`config.mk`:
```
export PLATFORM = sky130hd
export DESIGN_NAME = unit_watchdog
export DESIGN_NICKNAME = d
export VERILOG_FILES = /design/src/rtl/unit_watchdog.sv
export SDC_FILE = /design/constraint.sdc
export NUM_CORES = 1
export LEC_CHECK = 0
export BUFFER_PORTS_ARGS = -buffer_cell sky130_fd_sc_hd__buf_2
export CAP_MARGIN = 40
export CORE_AREA = 2 2 39 41
export CTS_BUF_LIST = sky130_fd_sc_hd__clkbuf_8 sky130_fd_sc_hd__clkbuf_16
export CTS_CLUSTER_DIAMETER = 100
export DETAILED_ROUTE_END_ITERATION = 6
export DIE_AREA = 0 0 41 43
export PLACE_DENSITY = 0.43
export SYNTH_ARGS = -nofsm -noshare
export SYNTH_HDL_FRONTEND = slang
export SYNTH_SLANG_ARGS = --single-unit
```
`constraint.sdc`:
```
create_clock -name clock_i -period 2.5 [get_ports clock_i]
set_input_delay 0.25 -clock clock_i [delete_from_list [all_inputs] [get_ports clock_i]]
set_output_delay 0.25 -clock clock_i [all_outputs]
set_load 0.01 [all_outputs]
```
`src/rtl/unit_watchdog.sv`:
```
// unit_watchdog: loadable down-counter whose expire flag marks the last counted cycle
module unit_watchdog #(
  parameter int W = 4
) (
  input  logic         clock_i,
  input  logic         rst_i,
  input  logic         load_i,
  input  logic         en_i,
  input  logic [W-1:0] val_i,
  output logic         expire_o
);

  logic [W-1:0] cnt_q, cnt_d;

  // Load has priority; counting stops at zero
  always_comb cnt_d = load_i ? val_i : (en_i && cnt_q != '0) ? cnt_q - W'(1) : cnt_q;

  // Counter register
  always_ff @(posedge clock_i or posedge rst_i)
    if (rst_i) cnt_q <= '0;
    else cnt_q <= cnt_d;

  assign expire_o = cnt_q == W'(1);

endmodule

```
Word level (Yosys, flattened, before mapping)
Index checks and enable logic that the tools add are counted.

Register bits: 4. Output and inout port bits: 1.

Multiplexer cells: 2. Reductions and logical operators: 3. Equality and inequality tests: 1. $add $sub $neg: 1.

Operators by type and width (count): 4-bit 2-to-1 mux (2); 4-bit by 1-bit == test with 1-bit output, second input constant (1); 4-bit nonzero test (1); 4-bit by 1-bit subtractor with 4-bit output, second input constant (1); 2-bit nonzero test (1); 1-bit logical AND (1).

Logic depth before layout (Yosys ltp)
Gate-level depths: netlist of the first run.

Depth in word-level cells: 4. Mapped depth: 5. Depth with buffers taken out: 5.

Least setup slack after synthesis of the first run
Ideal clock, no wire load.

Path type: reg-to-reg. Start: reg cnt_q[0]. End: reg cnt_q[1]. Path buffers: 0. Cell stages (with the launch flop): 6. Path slack: 1.067 ns. Arrival time: 1.357 ns. Library setup time: 0.076 ns. Path through: dfrtp_1 > inv_1 > ha_1 > or3b_4 > a31o_1 > o21ai_1.

Word-level cells in the longest chain between the ends: 3. Elaborated cells on any way between the ends: 6. Classes of those cells: add/sub (1); mux (2); reduce/logical (3).

Ends and longest elaborated chain: start, declared (line 13) `logic [W-1:0] cnt_q, cnt_d;`; start signal, assigned (line 21) `else cnt_q <= cnt_d;`; 4-bit by 1-bit subtractor with 4-bit output / 4-bit nonzero test (equally long branches) (line 16) `always_comb cnt_d = load_i ? val_i : (en_i && cnt_q != '0) ? cnt_q - W'(1) : cnt_q;`; 4-bit 2-to-1 mux / 1-bit logical AND (equally long branches) (line 16); 4-bit 2-to-1 mux / 2-bit nonzero test (equally long branches).

Several ways; a longest one is shown, not always the timed one. The select of a mux whose other input is x is not followed. A chain may end at the register's enable or synchronous reset.

Worst setup path after layout of the first run
Same ends and word-level chain as after synthesis.

==> out/metrics.csv, run 1 <==
metric;value;unit
drc violations;0;
first-pass GRT wire length;959;µm
Die Area;0.00176;mm²
post-synth design cell area;287;µm²
worst slew pin tran;238;ps
number of diodes;0;
nets@finish;53;
mean area per synthesized cell;9.55;µm²
initial antenna violation count;0;
final count of negative-setup-slack endpoints;0;
Final Core Density;0.282;
port buffer count;8;
Total Wirelength;571;µm
max reg flops;4;
root buf cell;clkbuf_8;
Yosys reg bits;4;
post-synth top area cell;dfrtp_1;
gpl congestion;0.761;
maximum VDD drop;0.286;mV
Synth Flop Type;dfrtp_1;
pins over their slew limit;0;
post-route clock period utilization;0.623;
RSZ-0062 raised after global routing;no;
switch share;0.241;
internal power;0.000203;W
synthesized instance count;30;
critical path class;reg -> reg;
NetSw;0.0000645;W
outcome;finished clean;
Synth Net Count;40;
CTS tree;done;
Clk pwr share;0.499;
Fin. Hold Viols;0;
combinational power share;0.184;
Post-synth top cells;4 x dfrtp_1, 4 x nand2_1, 3 x inv_1, 3 x nor3b_1;
Reg clk slew, reported paths;30;ps
Worst setup EP type;flop;
largest net degree at the start of global routing;12;
vias per cell;4.39;
drt initial violations;12;
Slew HR;0.839;
pwr dens;684;mW/mm²
total chip power;0.000267;W
skew final;2.83;ps
Reg with most FFs;cnt_q;
H-tree depth;1;
register area share after synthesis;0.349;
Max Cap Viol;0;
Yosys warning total;0;
total number of vias;250;
gr usage total;0.0865;
Placed Area;339;µm²
die width;41;µm
Final ANT Viol Nets;0;
Num CTS Buffers;3;
fraction of layout cells with a size suffix above 1;0.317;
max frequency;0.642;GHz
Initial Utilization;0.207;
clk buf depth;2;
dpl hpwl;456;µm
number of synthesized flops with an enable pin;0;
post-cts gate resize count;0;
CP startpoint kind;flop;
IO Pins;9;
Remaining Overflow, GRT;0;
Design Area, Final;390;µm²
# clock sinks;4;
Leak Pwr;0.187;nW
P&R area growth vs syn;36.2;%
Largest regs;cnt_q: 4 flops;
Flop pwr share;0.316;
vias in the first global route;219;
Routed WL per cell;10.0;µm
Worst EP arrival;1690;ps
largest cells by area after synthesis;dfrtp_1 35%, ha_1 8.7%, nor3b_1 7.9%, nand2_1 5.2%, nor4b_2 5.2%;
Core Rows;14;
Die H;43;µm
Core Area;0.00138;mm²
clock latency on the worst-skew pair;210;ps
ys async rst share;1.00;
HP Class;in -> reg;
Yosys cell types;17;
top cell type's share of synthesized area;0.349;
TritonRoute pass-1 iters;4;
crit path max fanout;5;
Period minus WS final;1560;ps
CP Data Required Time;2640;ps
setup_tns;0;ps
final timing paths:
| path | from | to | slack [ps] | cells after the start |
|---|---|---|---|---|
| hold reg to reg | cnt_q[1] | cnt_q[1] | 600 | 2 |
| min in group asynchronous | rst_i | cnt_q[3] | 450 | 3 |
| hold / removal | val_i[1] | cnt_q[1] | 260 | 3 |
| max in group asynchronous | rst_i | cnt_q[0] | 1900 | 3 |
| setup reg to reg | cnt_q[0] | cnt_q[1] | 940 | 5 |
| setup / recovery | cnt_q[0] | cnt_q[1] | 940 | 5 |
metal layers:
| metal | wire (µm) | vias to the layer above | global-route usage |
|---|---|---|---|
| li1 | - | 131 | - |
| met1 | 260 | 110 | 0.113 |
| met2 | 266 | 9 | 0.0938 |
| met3 | 44 | 0 | 0.0471 |
| met4 | 0 | 0 | 0.0800 |
| met5 | 0 | - | 0 |
timing repair:
action | CTS | global route
hold buffers | 1 | 0
hold endpoints to repair | 4 | 0
buffers inserted | 0 | 0
layout make-up:
cell class	instances	area [µm²]
sequential	4	100
inverter	3	11.3
fill	154	993
multi-input combinational	22	168
tap	16	20.0
timing repair buffer	9	50.0
clock buffer	3	41.3
cell usage in the layout, fill, tap and decap left out:
cell type,n
buf_2,8
nand2_1,4
dfrtp_1,4
nor3b_1,3
inv_1,3
clkbuf_8,3
a21oi_1,2
o21ai_1,2
ha_1,2
nor4b_2,1
nor3_1,1
a221o_1,1
and4b_1,1
nor2b_1,1
or3b_4,1
mux2i_1,1
o311ai_1,1
a31o_1,1
dlygate4sd3_1,1
power by group through the flow:
stage	Combinational [W]	Clock, W	Sequential [W]
floorplan	0.0000366	0	0.0000822
CTS	0.0000501	0.000137	0.0000841
global placement	0.0000487	0	0.0000846
finish	0.0000493	0.000133	0.0000844
detailed placement	0.0000487	0	0.0000846
global route	0.0000554	0.000144	0.0000860
critical path: stages (launching register included):
cell,delay (ps)
dfrtp_1,420
inv_1,100
ha_1,200
or3b_4,410
a31o_1,230
o21ai_1,110
metrics by stage:
| stage | setup slack, ps | std cells | hold slack [ps] |
|---|---|---|---|
| finish | 942 | 57 | 259 |
| global route | 878 | 57 | 265 |
| global placement | 970 | 53 | 131 |
| detailed placement | 961 | 53 | 139 |
| CTS | 948 | 57 | 256 |
| floorplan | 1070 | 30 | 16.1 |
kinds of logic (layout without fill, tap and decap cells):
family,count (synthesis),in the layout,share of synthesized area
AND/OR/NAND/NOR,12,12,0.297
adder cells (fa/ha/maj),2,2,0.0873
flip-flops,4,4,0.349
buffers and inverters,4,15,0.0655
AO/OA/AOI/OAI,7,7,0.166
multiplexers,1,1,0.0349
No activity file was read; power rests on OpenSTA's default activity.
==> run 2: changes to the inputs <==
PLACE_DENSITY = 0.45   (was 0.43)
clock period = 1.35 ns   (was 2.5 ns; I/O delays follow)
==> run 2 against run 1 <==
The flow now finishes with violations (negative setup slack). Clock power is 87% higher. Highest routed layer is now met4. Clock skew hardly changed. Hold slack worse by 120 ps.
==> out/metrics.csv, run 2 (synthesis gave the netlist of run 1 again) <==
metric;value;unit
number of diodes;0;
Worst Path Buf+Inv;1;
max reg flops;4;
gpl congestion;0.690;
Critical Path, Cell by Cell;inv_2 -> ha_4 -> or3b_4 -> a31o_1 -> o21ai_1;
CTS tree;done;
P&R area growth vs syn;60.7;%
worst slew pin tran;265;ps
dpl hpwl;513;µm
Worst EP arrival;1500;ps
non-filler cells, final;64;
Crit path max-delay family;flip-flops;
Core Rows;14;
max incr delay on CP;380;ps
Storage cell area;100;µm²
Worst setup EP type;flop;
Period minus WS final;1360;ps
root buf cell;clkbuf_8;
RSZ-0062 raised after global routing;yes;
CP Data Required Time;1490;ps
drt initial violations;5;
Largest regs;cnt_q: 4 flops;
failing checks;negative setup slack;
r2r worst-path depth;5;
Core Area;0.00138;mm²
Routed WL per cell;11.0;µm
Die H;43;µm
pwr dens;1200;mW/mm²
nets@finish;60;
Reg with most FFs;cnt_q;
first-pass GRT wire length;1080;µm
largest net degree at the start of global routing;12;
die width;41;µm
multi-input logic area;185;µm²
r2r setup slk;-10;ps
final count of negative-setup-slack endpoints;2;
initial antenna violation count;0;
met2 usage;0.119;
port buffer count;8;
fraction of layout cells with a size suffix above 1;0.500;
Die Area;0.00176;mm²
skew final;2.68;ps
CP startpoint kind;flop;
busiest grt layer;met1;
IO Pins;9;
commonest cells after routing, fill and taps aside;8 x buf_2, 7 x buf_4, 4 x nand2_1, 4 x dfrtp_1, 3 x clkbuf_8;
gr usage total;0.106;
Slowest-stage cell, CP;dfrtp_1;
TritonRoute pass-1 iters;4;
Num CTS Buffers;3;
vias in the first global route;234;
DP Cell Count;59;
Reg clk slew, reported paths;30;ps
Max Cap Viol;0;
clk buf depth;2;
Leak Pwr;0.221;nW
vias per cell;4.41;
outcome;finished with violations;
max frequency;0.733;GHz
routing usage on met1;0.120;
Total Wirelength;704;µm
Remaining Overflow, GRT;0;
pre-CTS setup slack;-77.0;ps
pins over their slew limit;0;
HP Class;in -> reg;
Final ANT Viol Nets;0;
drc violations;0;
Fin. Hold Viols;0;
Final Core Density;0.333;
# clock sinks;4;
post-route clock period utilization;1.01;
total number of vias;282;
crit path max fanout;3;
post-layout worst setup margin;-15.0;ps
GRT met3 Usage;0.0628;
clock latency on the worst-skew pair;220;ps
maximum VDD drop;0.444;mV
Fillers;152;
stages on the worst setup path;5;
critical path class;reg -> reg;
total chip power;0.000554;W
commonest non-fill, non-tap cell in the layout;buf_2;
Initial Utilization;0.207;
Hold Path Cell Cnt;3;
Slew HR;0.823;
H-tree depth;1;
==> run 2: worst paths after layout <==
kind                           from       end
max                        cnt_q[0]  cnt_q[1]
min                        val_i[1]  cnt_q[1]
max reg2reg                cnt_q[0]  cnt_q[1]
min reg2reg                cnt_q[2]  cnt_q[2]
max in group asynchronous     rst_i  cnt_q[1]
min in group asynchronous     rst_i  cnt_q[3]
==> run 2: final cells by class <==
cell class | count | area share
flip-flops and latches | 4 | 0.217
multi-input cells | 22 | 0.402
repair buffers | 16 | 0.223
well taps | 16 | 0.0435
inverters | 3 | 0.0245
clock buffers | 3 | 0.0897
==> run 2: repair_timing <==
item / 4_1_cts / 5_1_grt
pin swaps: 4 / 1
resized for setup: 4 / 0
hold buffers: 1 / 0
endpoints found under the setup margin: 3 / 3
endpoints found under the hold margin: 4 / 0
setup buffers: 1 / 0
==> run 2: per-stage QoR <==
step	TNS, ps	hold WS (ps)	instance area [µm²]
global placement	-159	27.0	387
global route	-176	149	460
CTS	-36.5	136	460
floorplan	-127	-98.9	289
detailed placement	-143	22.8	387
finish	-24.3	144	460
==> run 2: tightest hold or removal path: stages <==
cell     delay [ps]
buf_2            80
nand2_1          40
o21ai_1          70
==> run 2: metal layers <==
metal,vias to the layer above,part of all wire
met5,-,0
met4,0,0.020
met3,2,0.085
met2,11,0.43
met1,123,0.46
li1,146,-
==> run 2: where the power goes <==
group | leakage [nW] | internal, W | switching [W] | total, W
clock network | 0.0216 | 0.000190 | 0.0000597 | 0.000249
logic | 0.151 | 0.0000893 | 0.0000654 | 0.000155
registers | 0.0483 | 0.000136 | 0.0000138 | 0.000150
total | 0.221 | 0.000415 | 0.000139 | 0.000554
==> run 3: changes to the inputs <==
ABC_AREA = 1   (was not set)
==> run 3 against run 2 <==
The flow now finishes without violations. Critical path type unchanged. Global-route usage fell by 0.84 points. Register-to-register slack improved by 150 ps. First-iteration DRC count fell by 20%.
==> out/metrics.csv, run 3 <==
metric;value;unit
Die Area;0.00176;mm²
Post-synth top cells;11 x nand2_1, 6 x nand3_1, 5 x inv_1, 5 x o21ai_0, 4 x dfrtp_1;
port buffer count;8;
top-count cell post-synth;nand2_1;
Remaining Overflow, GRT;0;
Worst EP arrival;1310;ps
DP Cell Count;65;
Slowest-stage cell, CP;dfrtp_1;
Reg with most FFs;cnt_q;
clock latency on the worst-skew pair;220;ps
synthesized instance count;40;
vias in the first global route;266;
Final Core Density;0.296;
Final ANT Viol Nets;0;
RSZ-0062 raised after global routing;no;
DR WL met2;327;µm
CP Data Required Time;1440;ps
worst slew pin tran;177;ps
pins over their slew limit;0;
Die H;43;µm
Slew HR;0.882;
Synth Net Count;50;
pwr dens;1420;mW/mm²
largest cells by area after synthesis;dfrtp_1 35%, nand2_1 14%, nand3_1 11%, ha_1 8.8%, o21ai_0 8.8%;
Crit path max-delay family;flip-flops;
drt initial violations;4;
Setup Buffers After CTS;0;
crit path max fanout;3;
nets@finish;65;
register area share after synthesis;0.351;
Clk pwr share;0.429;
IO Pins;9;
Yosys cell types;13;
Fillers;158;
uppermost layer routed;met4;
max frequency;0.824;GHz
CTS tree;done;
commonest non-fill, non-tap cell in the layout;nand2_1;
vias per cell;4.22;
Fin. Hold Viols;0;
WL met3;54;µm
Routed WL per cell;9.84;µm
skew final;3.28;ps
clk buf depth;2;
internal power;0.000407;W
CP startpoint kind;flop;
Core Rows;14;
Synth Flop Type;dfrtp_1;
fraction of layout cells with a size suffix above 1;0.302;
non-filler cells, final;69;
gpl congestion;0.716;
P&R area growth vs syn;43.4;%
HP Class;in -> reg;
number of diodes;0;
# clock sinks;4;
drc violations;0;
mean area per synthesized cell;7.13;µm²
NetSw;0.000172;W
commonest cells after routing, fill and taps aside;11 x nand2_1, 8 x buf_2, 6 x nand3_1, 5 x inv_1, 5 x o21ai_0;
root buf cell;clkbuf_8;
total number of vias;291;
combinational power share;0.270;
Worst Path Buf+Inv;1;
Leak Pwr;0.220;nW
Placed Area;353;µm²
Max Cap Viol;0;
top cell type's share of synthesized area;0.351;
setup_tns;0;ps
Core Area;0.00138;mm²
Num CTS Buffers;3;
final count of negative-setup-slack endpoints;0;
Total Wirelength;679;µm
initial antenna violation count;0;
switch share;0.297;
post-synth top area cell;dfrtp_1;
H-tree depth;1;
number of synthesized flops with an enable pin;0;
max reg flops;4;
maximum VDD drop;0.529;mV
max incr delay on CP;370;ps
critical path class;reg -> reg;
first-pass GRT wire length;1040;µm
post-route clock period utilization;0.899;
Design Area, Final;409;µm²
Initial Utilization;0.206;
Yosys warning total;0;
post-synth design cell area;285;µm²
wire length on met1;278;µm
Largest regs;cnt_q: 4 flops;
outcome;finished clean;
Reg clk slew, reported paths;30;ps
largest net degree at the start of global routing;8;
Worst setup EP type;flop;
Critical Path, Cell by Cell;inv_1 -> ha_1 -> or2_1 -> nand3_1 -> nand2_1 -> nand2_1 -> o21ai_0;
Yosys reg bits;4;
ys async rst share;1.00;
die width;41;µm
dpl hpwl;522;µm
Period minus WS final;1210;ps
gr usage total;0.0974;
TritonRoute pass-1 iters;2;
Flop pwr share;0.301;
most frequent CP cell;nand2_1;
==> run 3: cell types whose count changed after synthesis, sizes merged, moves of 2 or more <==
cell | before | now
o21ai | 2 | 5
nand3 | 0 | 6
or2 | 0 | 2
a21oi | 2 | 0
inv | 3 | 6
nor3b | 3 | 1
nand2 | 4 | 13
==> run 3: power by group through the flow <==
stage | clock, W | sequential, W | combinational, W
after CTS | 0.000257 | 0.000173 | 0.000157
after global placement | 0 | 0.000173 | 0.000154
final | 0.000249 | 0.000175 | 0.000156
after global routing | 0.000269 | 0.000180 | 0.000177
after detailed placement | 0 | 0.000174 | 0.000152
after floorplan | 0 | 0.000166 | 0.000107
==> run 3: path summary, 6_finish.rpt <==
check / from / end / cells past startpoint / slack, ps
min in group asynchronous: rst_i / cnt_q[3] / 3 / 350
max reg2reg: cnt_q[0] / cnt_q[2] / 7 / 140
max in group asynchronous: rst_i / cnt_q[0] / 3 / 830
min reg2reg: cnt_q[3] / cnt_q[3] / 2 / 600
max: cnt_q[0] / cnt_q[2] / 7 / 140
min: val_i[2] / cnt_q[2] / 5 / 220
==> run 3: cell type report <==
class                      instances  area, µm²  share of cell area
inverter                           6       22.5              0.0550
timing repair buffer              10       57.6               0.141
multi-input combinational         30        168               0.410
clock buffer                       3       41.3               0.101
tap                               16       20.0              0.0489
sequential                         4        100               0.245
==> run 3: worst register-to-register path: stages (launching register included) <==
cell and delay [ps]:
dfrtp_1 370, inv_1 70, ha_1 220, or2_1 210, nand3_1 70, nand2_1 50, nand2_1 40, o21ai_0 70
==> run 3: routing by layer <==
layer  GRT usage  vias up
met2       0.131        9
met1      0.0997      125
li1            -      155
met5           0        -
met3      0.0785        2
met4      0.0600        0
==> run 3: what timing repair did <==
item | 4_1_cts | 5_1_grt
endpoints found under the setup margin | 0 | 1
endpoints found under the hold margin | 4 | 0
hold buffers | 1 | 0
gates resized for setup | 0 | 1
==> run 3: cells by family (layout without fill, tap and decap cells) <==
kind of cell	count (synthesis)	count (layout)	synth area share
simple gates	23	23	0.395
buf+inv	6	19	0.0789
compound gates	5	5	0.0877
flops	4	4	0.351
fa+ha+maj	2	2	0.0877
==> run 3: through the flow <==
step           hold slack [ps]  total power (W)  setup WS, ps
6_report                   222         0.000580           136
4_1_cts                    220         0.000587          72.6
3_5_place_dp              35.9         0.000326           147
5_1_grt                    262         0.000625          48.6
2_1_floorplan            -98.9         0.000273           210
3_3_place_gp              35.7         0.000328           147
